`src/rtl/mb_bus_if_if.sv`:
```
// Host-side four-phase handshake bus for the mailbox register interface.
//   master : host side, drives host_req/host_wr/host_addr/host_wdata
//   slave  : mailbox interface side, drives host_ack/host_err/host_rdata
interface mb_bus_if_if;
   localparam int unsigned ADDR_W = 4;
   localparam int unsigned DATA_W = 32;

   logic              host_req;
   logic              host_wr;
   logic [ADDR_W-1:0] host_addr;
   logic [DATA_W-1:0] host_wdata;
   logic              host_ack;
   logic              host_err;
   logic [DATA_W-1:0] host_rdata;

   modport master (
      output host_req, host_wr, host_addr, host_wdata,
      input  host_ack, host_err, host_rdata
   );

   modport slave (
      input  host_req, host_wr, host_addr, host_wdata,
      output host_ack, host_err, host_rdata
   );
endinterface

```
`src/rtl/mb_bus_if.sv`:
```
// Host-to-mailbox bridge. Takes one four-phase host transaction, checks the
// register index, drives a one-hot select to the mailbox stage for
// ACCESS_CYCLES cycles, then acknowledges (with read data or an error).
//   clk, reset_n   : clock, asynchronous active-low reset
//   host           : host handshake bus (slave side)
//   mb_reg_select  : one-hot register select, live only while accessing
//   mb_reg_rwn     : 1 = read, 0 = write
//   mb_reg_wdata   : write data to the mailbox stage
//   mb_reg_output  : read data from the mailbox stage
//   err_count      : saturating count of rejected transactions
module mb_bus_if #(
   parameter int unsigned NUMBER_INTERFACE_REGS = 16,
   parameter int unsigned MB_REG_START          = 3,
   parameter int unsigned VERSION_REG_ADDR      = 15,
   parameter int unsigned ACCESS_CYCLES         = 2
) (
   input  logic                             clk,
   input  logic                             reset_n,
   mb_bus_if_if.slave                       host,
   output logic [NUMBER_INTERFACE_REGS-1:0] mb_reg_select,
   output logic                             mb_reg_rwn,
   output logic [31:0]                      mb_reg_wdata,
   input  logic [31:0]                      mb_reg_output,
   output logic [7:0]                       err_count
);
   localparam int unsigned CNT_W  = 4;
   localparam int unsigned NREG   = NUMBER_INTERFACE_REGS;

   localparam logic [1:0] IDLE   = 2'd0;
   localparam logic [1:0] ACCESS = 2'd1;
   localparam logic [1:0] ACK    = 2'd2;

   logic [1:0]       state, state_next;
   logic [CNT_W-1:0] cnt, cnt_next;
   logic             wr_q, wr_next;
   logic             ack_q, ack_next;
   logic             err_q, err_next;
   logic [31:0]      rdata_q, rdata_next;
   logic [NREG-1:0]  sel_next;
   logic             rwn_next;
   logic [31:0]      wdata_next;
   logic [7:0]       errcnt_next;
   logic             reject_c;

   assign host.host_ack   = ack_q;
   assign host.host_err   = err_q;
   assign host.host_rdata = rdata_q;

   // Index outside the host window, or a write to the read-only version register
   assign reject_c = (32'(host.host_addr) <  MB_REG_START) ||
                     (32'(host.host_addr) >= NREG) ||
                     (host.host_wr && (32'(host.host_addr) == VERSION_REG_ADDR));

   // State register
   always_ff @(posedge clk or negedge reset_n) begin
      if (!reset_n) state <= IDLE;
      else          state <= state_next;
   end

   // Next-state and next-output logic
   always_comb begin
      state_next  = state;
      cnt_next    = cnt;
      wr_next     = wr_q;
      ack_next    = ack_q;
      err_next    = err_q;
      rdata_next  = rdata_q;
      sel_next    = mb_reg_select;
      rwn_next    = mb_reg_rwn;
      wdata_next  = mb_reg_wdata;
      errcnt_next = err_count;
      case (state)
         IDLE: begin
            if (host.host_req) begin
               wr_next = host.host_wr;
               if (reject_c) begin
                  state_next = ACK;
                  ack_next   = 1'b1;
                  err_next   = 1'b1;
                  if (err_count != 8'hFF) errcnt_next = err_count + 8'd1;
               end else begin
                  state_next = ACCESS;
                  cnt_next   = CNT_W'(ACCESS_CYCLES - 1);
                  sel_next   = NREG'(1) << host.host_addr;
                  rwn_next   = ~host.host_wr;
                  wdata_next = host.host_wdata;
               end
            end
         end
         ACCESS: begin
            if (cnt == '0) begin
               // Select has been stable ACCESS_CYCLES cycles: sample read data
               state_next = ACK;
               sel_next   = '0;
               rwn_next   = 1'b1;
               ack_next   = 1'b1;
               err_next   = 1'b0;
               if (!wr_q) rdata_next = mb_reg_output;
            end else begin
               cnt_next = cnt - CNT_W'(1);
            end
         end
         ACK: begin
            if (!host.host_req) begin
               state_next = IDLE;
               ack_next   = 1'b0;
               err_next   = 1'b0;
            end
         end
         default: begin
            state_next = IDLE;
            sel_next   = '0;
            rwn_next   = 1'b1;
            ack_next   = 1'b0;
            err_next   = 1'b0;
         end
      endcase
   end

   // Output and datapath registers
   always_ff @(posedge clk or negedge reset_n) begin
      if (!reset_n) begin
         cnt           <= '0;
         wr_q          <= 1'b0;
         ack_q         <= 1'b0;
         err_q         <= 1'b0;
         rdata_q       <= '0;
         mb_reg_select <= '0;
         mb_reg_rwn    <= 1'b1;
         mb_reg_wdata  <= '0;
         err_count     <= '0;
      end else begin
         cnt           <= cnt_next;
         wr_q          <= wr_next;
         ack_q         <= ack_next;
         err_q         <= err_next;
         rdata_q       <= rdata_next;
         mb_reg_select <= sel_next;
         mb_reg_rwn    <= rwn_next;
         mb_reg_wdata  <= wdata_next;
         err_count     <= errcnt_next;
      end
   end
endmodule

```
`src/flat_wrapper.sv`:
```
// flat-port wrapper written by rule: the top's interface ports become plain ports
module mb_bus_if_flat 
#(
   parameter int unsigned NUMBER_INTERFACE_REGS = 16,
   parameter int unsigned MB_REG_START          = 3,
   parameter int unsigned VERSION_REG_ADDR      = 15,
   parameter int unsigned ACCESS_CYCLES         = 2
)
  (clk, reset_n, mb_reg_select, mb_reg_rwn, mb_reg_wdata, mb_reg_output, err_count, host_host_req, host_host_wr, host_host_addr, host_host_wdata, host_host_ack, host_host_err, host_host_rdata);
  mb_bus_if_if host_i ();
  input  logic clk;
  input  logic reset_n;
  output logic [NUMBER_INTERFACE_REGS-1:0] mb_reg_select;
  output logic mb_reg_rwn;
  output logic [31:0] mb_reg_wdata;
  input  logic [31:0] mb_reg_output;
  output logic [7:0] err_count;
  input wire logic [$bits(host_i.host_req)-1:0] host_host_req;
  input wire logic [$bits(host_i.host_wr)-1:0] host_host_wr;
  input wire logic [$bits(host_i.host_addr)-1:0] host_host_addr;
  input wire logic [$bits(host_i.host_wdata)-1:0] host_host_wdata;
  output wire logic [$bits(host_i.host_ack)-1:0] host_host_ack;
  output wire logic [$bits(host_i.host_err)-1:0] host_host_err;
  output wire logic [$bits(host_i.host_rdata)-1:0] host_host_rdata;
  assign host_i.host_req = host_host_req;
  assign host_i.host_wr = host_host_wr;
  assign host_i.host_addr = host_host_addr;
  assign host_i.host_wdata = host_host_wdata;
  assign host_host_ack = host_i.host_ack;
  assign host_host_err = host_i.host_err;
  assign host_host_rdata = host_i.host_rdata;
  mb_bus_if #(.NUMBER_INTERFACE_REGS(NUMBER_INTERFACE_REGS), .MB_REG_START(MB_REG_START), .VERSION_REG_ADDR(VERSION_REG_ADDR), .ACCESS_CYCLES(ACCESS_CYCLES)) u_core (.clk(clk), .reset_n(reset_n), .host(host_i), .mb_reg_select(mb_reg_select), .mb_reg_rwn(mb_reg_rwn), .mb_reg_wdata(mb_reg_wdata), .mb_reg_output(mb_reg_output), .err_count(err_count));
endmodule
```
`config.mk`:
```
export PLATFORM = sky130hd
export DESIGN_NAME = mb_bus_if_flat
export DESIGN_NICKNAME = d
export VERILOG_FILES = /design/src/rtl/mb_bus_if_if.sv /design/src/rtl/mb_bus_if.sv /design/src/flat_wrapper.sv
export SDC_FILE = /design/constraint.sdc
export NUM_CORES = 1
export LEC_CHECK = 0
export CELL_PAD_IN_SITES_DETAIL_PLACEMENT = 0
export CELL_PAD_IN_SITES_GLOBAL_PLACEMENT = 1
export CORE_UTILIZATION = 31
export CTS_BUF_LIST = sky130_fd_sc_hd__clkbuf_16
export CTS_CLUSTER_SIZE = 30
export DETAILED_ROUTE_END_ITERATION = 10
export PLACE_DENSITY_LB_ADDON = 0.1
export SLEW_MARGIN = 5
export SYNTH_ARGS = -nofsm -noshare
export SYNTH_HDL_FRONTEND = slang
export SYNTH_SLANG_ARGS = --single-unit
```
`constraint.sdc`:
```
create_clock -name clk -period 1.65 [get_ports clk]
set_input_delay 0.33 -clock clk [delete_from_list [all_inputs] [get_ports clk]]
set_output_delay 0.33 -clock clk [all_outputs]
set_load 0.005 [all_outputs]
```
* After elaboration in Yosys (flattened, before gate mapping)
Index checks and enable logic that the tools add are counted.
Word-level totals: bits in registers 98, output and inout bits 91
Operators by class: add/subtract/negate cells 2, magnitude comparators 1, equal/unequal tests 10, shift-type cells 1, multiplexer cells 23, bitwise logic cells 4, reductions and logical operators 13
Operators with widths (count):
- 16-bit 2-to-1 mux | 3
- 16-bit one-hot mux with 3 select lines | 1
- 4-bit AND reduction | 4
- 1-bit by 4-bit left shift with 16-bit output, first input constant | 1
- 4-bit 2-to-1 mux | 3
- 1-bit one-hot mux with 3 select lines | 3
- 3-bit AND reduction | 3
- 8-bit by 1-bit adder with 8-bit output, second input constant | 1
- 2-bit 2-to-1 mux | 4
- 2-bit != test, second input constant | 4
- 8-bit != test, second input constant | 1
- 4-bit one-hot mux with 2 select lines | 1
- 1-bit 2-to-1 mux | 7
- 2-bit one-hot mux with 3 select lines | 1
- 4-bit == test, second input constant | 1
- 4-bit logical NOT | 1
- 4-bit by 2-bit < comparator with 1-bit output, second input constant | 1
- 2-bit by 1-bit != test with 1-bit output, second input constant | 2
- 1-bit inverter | 4
- 4-bit by 1-bit subtractor with 4-bit output, second input constant | 1
- 2-bit by 1-bit == test with 1-bit output, second input constant | 1
- 2-bit == test, second input constant | 1
- 2-bit logical NOT | 1
- 2-bit AND reduction | 1
- other kinds (3) | 3

* Logic depth before layout (Yosys ltp)
depth after elaboration 6, mapped depth 8

* Worst setup path before layout
Ideal clock, no wire load.
path kind register -> register, from register u_core.cnt[0], to register u_core.rdata_q[0], in the netlist u_core.host.host_rdata[0], data arrival time 1701 ps, data required time 1525 ps, path slack -176 ps, cell stages (with the launch flop) 9, path buffers 2, period minus slack after synthesis 1826 ps, cell sequence dfrtp_1 inv_1 ha_1 nor2b_2 nand2b_1 or3_1 buf_6 buf_12 mux2_4
Between the ends: cells in the longest elaborated chain, start to end 2
RTL lines:
- start, declared | line mb_bus_if.sv:34 | logic [CNT_W-1:0] cnt, cnt_next;
- start signal, assigned | line mb_bus_if.sv:133 | cnt <= cnt_next;
- 4-bit logical NOT | line mb_bus_if.sv:91 | if (cnt == '0) begin
- 3-bit AND reduction (no source line)
- end signal, assigned | line mb_bus_if.sv:137 | rdata_q <= rdata_next;
- end, declared | line mb_bus_if.sv:38 | logic [31:0] rdata_q, rdata_next;
No other way between the ends. A chain may end at the register's enable or synchronous reset.

* Worst setup path after layout
from register u_core.cnt[0], to register u_core.rdata_q[13], in the netlist u_core.host.host_rdata[13]
Same word-level chain as after synthesis.

==> impl_metrics.toml <==
[run_status]
outcome = "finished, violations left"
violations = "negative setup slack"

[job]
maxCapViolCount = 0

[setup_path]
worstPathRequired_ps = 1870
worstSetupEndpointType = "flip-flop"
crit_fanout = 16
worstPathArrival_ps = 2100
reg2reg_to = "u_core.host.host_rdata[13]"
critical_path.startpoint_type = "flip-flop"
r2r_cells = 7
startpoint = "u_core.cnt[0]"
reg2reg_slack_ps = -230
r2r_start = "u_core.cnt[0]"
crit_type = "reg2reg"

[global_routing]
grt_pass1_vias = 3189
grt_usage_pct = 15.74
grt_pass1_wl_um = 17020
grt_max_degree = 32
antenna_found_initial = 0
grt_overflow = 0

[die]
die_y_um = 117.5
core_area_mm2 = 0.01282
ios = 163
die_x_um = 117.5
start_util_pct = 32.24
die_area_mm2 = 0.01381
num_rows = 41

[power]
powerDensity_mw_per_mm2 = 1688
peakVddDrop_mv = 0.8120
p_leak_nw = 3.120

[timing]
fin_skew_ps = 8.956
period_share_pct = 114.0
drv_slew = 0
postLayoutSetupSlackWorst_ps = -231.4
grt_setup_unrepaired = "true"
max_slew.worst_pin.slew_ps = 431.4
final_hold_viol_count = 0
finalSetupTns_ps = -7034
hold_slack_ps = 461.7
finalWorstPathRequiredPeriod_ps = 1881
finalSetupViolations = 37
slew_headroom_pct = 71.24
fmax_ghz = 0.5315

[detailed_routing]
vias_per_cell = 4.509
route.detailed.drc = 0
routed_wl_um = 10490
wl_per_cell_um = 15.61
postRouteAntennaNets = 0
vias = 3030
drt_iter0_drc = 116
firstDrtPassIters = 4

[synthesis]
yosys_warnings = 0
ys_types = 44
netlist_area_mm2 = 0.004135
syn_inst = 274
syn-num-nets = 348
synth-seq-cells = 98
seq_area_frac_synth_pct = 59.33
synthFlopType = "dfrtp_1"
synth_edf_count = 0
async_flop_share_pct = 100.0
avgSynthCellArea_um2 = 15.09

[layout]
most-common-layout-cells = "152 x clkdlybuf4s50_1, 94 x dfrtp_1, 46 x mux2_4, 46 x buf_4, 31 x mux2_2"
antenna_cells = 0
nNetsFinal = 569
design_area_mm2 = 0.006857
drive_gt1_share_pct = 35.00
layout_commonest_cell = "clkdlybuf4s50_1"
final_util_pct = 53.46
area_growth_pct = 65.81

[clock_network]
root_buffer = "clkbuf_16"
cts_tree = "yes"
clkLatencyLatePin_ps = 340
htreeDepth = 3
numCtsBuffers = 9
clk_path_buf_depth = 2
cts_sinks = 98
clkTransAtPathRegs_ps = 70

[place]
gp_congestion = 0.7440
hpwlAfterDp_um = 6771
dpl_worst_slack_ps = -402.4
buffer_ports.inserted = 162
place_area_mm2 = 0.006202

[worst_hold_path]
hold_end = "u_core.state[1]"
worstHoldPathCells = 4
min_from = "host_host_req"
hold_path_class = "in2reg"
==> synth_stat cells, types with 2 or more instances <==
library cell | n | share of area, %
a21oi_1 | 2 | 0.24
and3_1 | 3 | 0.45
buf_12 | 3 | 1.5
buf_2 | 3 | 0.36
buf_6 | 4 | 1.1
dfrtp_1 | 97 | 59
ha_1 | 2 | 0.61
inv_1 | 2 | 0.18
mux2_1 | 4 | 1.1
mux2_2 | 47 | 13
mux2_4 | 30 | 11
nand2_1 | 5 | 0.45
nand2b_1 | 4 | 0.61
nand3_1 | 7 | 0.85
nand3b_1 | 2 | 0.36
nand4_1 | 2 | 0.30
nor2_1 | 14 | 1.3
nor3_1 | 4 | 0.48
nor4_1 | 3 | 0.45
o21ai_0 | 5 | 0.61
o31ai_1 | 2 | 0.36
xor2_1 | 7 | 1.5
==> registers in the layout, indices dropped and copies added, names as in the netlist <==
| register | count |
|---|---|
| u_core.cnt | 4 |
| u_core.err_count | 8 |
| u_core.host.host_ack | 1 |
| u_core.host.host_err | 1 |
| u_core.host.host_rdata | 32 |
| u_core.mb_reg_rwn | 1 |
| u_core.mb_reg_select | 16 |
| u_core.mb_reg_wdata | 32 |
| u_core.state | 2 |
| u_core.wr_q | 1 |
==> kinds of logic after synthesis <==
group                      Yosys count  synth area share (%)
AOI/OAI and AO/OA                   17                 2.753
xor gates and xnor gates             7                 1.483
adders and majority gates            2                0.6050
buffers and inverters               13                 3.268
DFF                                 98                 59.33
muxes                               81                 24.78
and+or+nand+nor                     56                 7.777
==> critical path, stage by stage, from the launching register on <==
cell	delay, ps
dfrtp_1	390
inv_2	90
ha_4	140
nor2b_4	140
nand2b_1	80
or3_4	420
buf_12	190
mux2_4	310
==> metrics by stage <==
step	total power (W)	cells
floorplan	0.006289	274
global placement	0.009088	633
detailed placement	0.009132	633
CTS	0.01158	662
global route	0.01230	672
finish	0.01157	672
==> power breakdown <==
group | internal [W] | switching [W]
logic | 0.00389 | 0.00182
registers | 0.00344 | 0.000573
clock network | 0.000991 | 0.000865
==> worst max path at each step <==
| stage | endpoint | depth (start not counted) |
|---|---|---|
| finish | u_core.host.host_rdata[13] | 7 |
| global route | u_core.host.host_rdata[13] | 7 |
| CTS | u_core.host.host_rdata[13] | 7 |
| detailed placement | u_core.mb_reg_wdata[24] | 5 |
| global placement | u_core.cnt[0] | 6 |
| floorplan | u_core.host.host_rdata[0] | 8 |
==> layout make-up <==
type	instances	area (µm²)
flip-flops and latches	98	2457
clock buffers	9	225.2
clock inverters	7	28.78
repair buffers	221	2177
multi-input cells	163	1745
well taps	172	215.2
fillers	1120	5968
inverters	2	7.507
==> timing repair <==
item,CTS,global route
gates cloned,4,0
pin swaps,4,6
endpoints found under the hold margin,25,0
setup buffers,8,16
setup endpoints to repair,89,84
gates resized for setup,34,33
hold buffers,1,0
==> per-layer routing <==
| metal | GRT usage (%) | wire [µm] |
|---|---|---|
| met5 | 0 | 0 |
| met4 | 6.410 | 163 |
| met3 | 3.537 | 587 |
| met2 | 25.33 | 4926 |
| met1 | 20.48 | 4813 |
(Power assumes the default switching activity.)
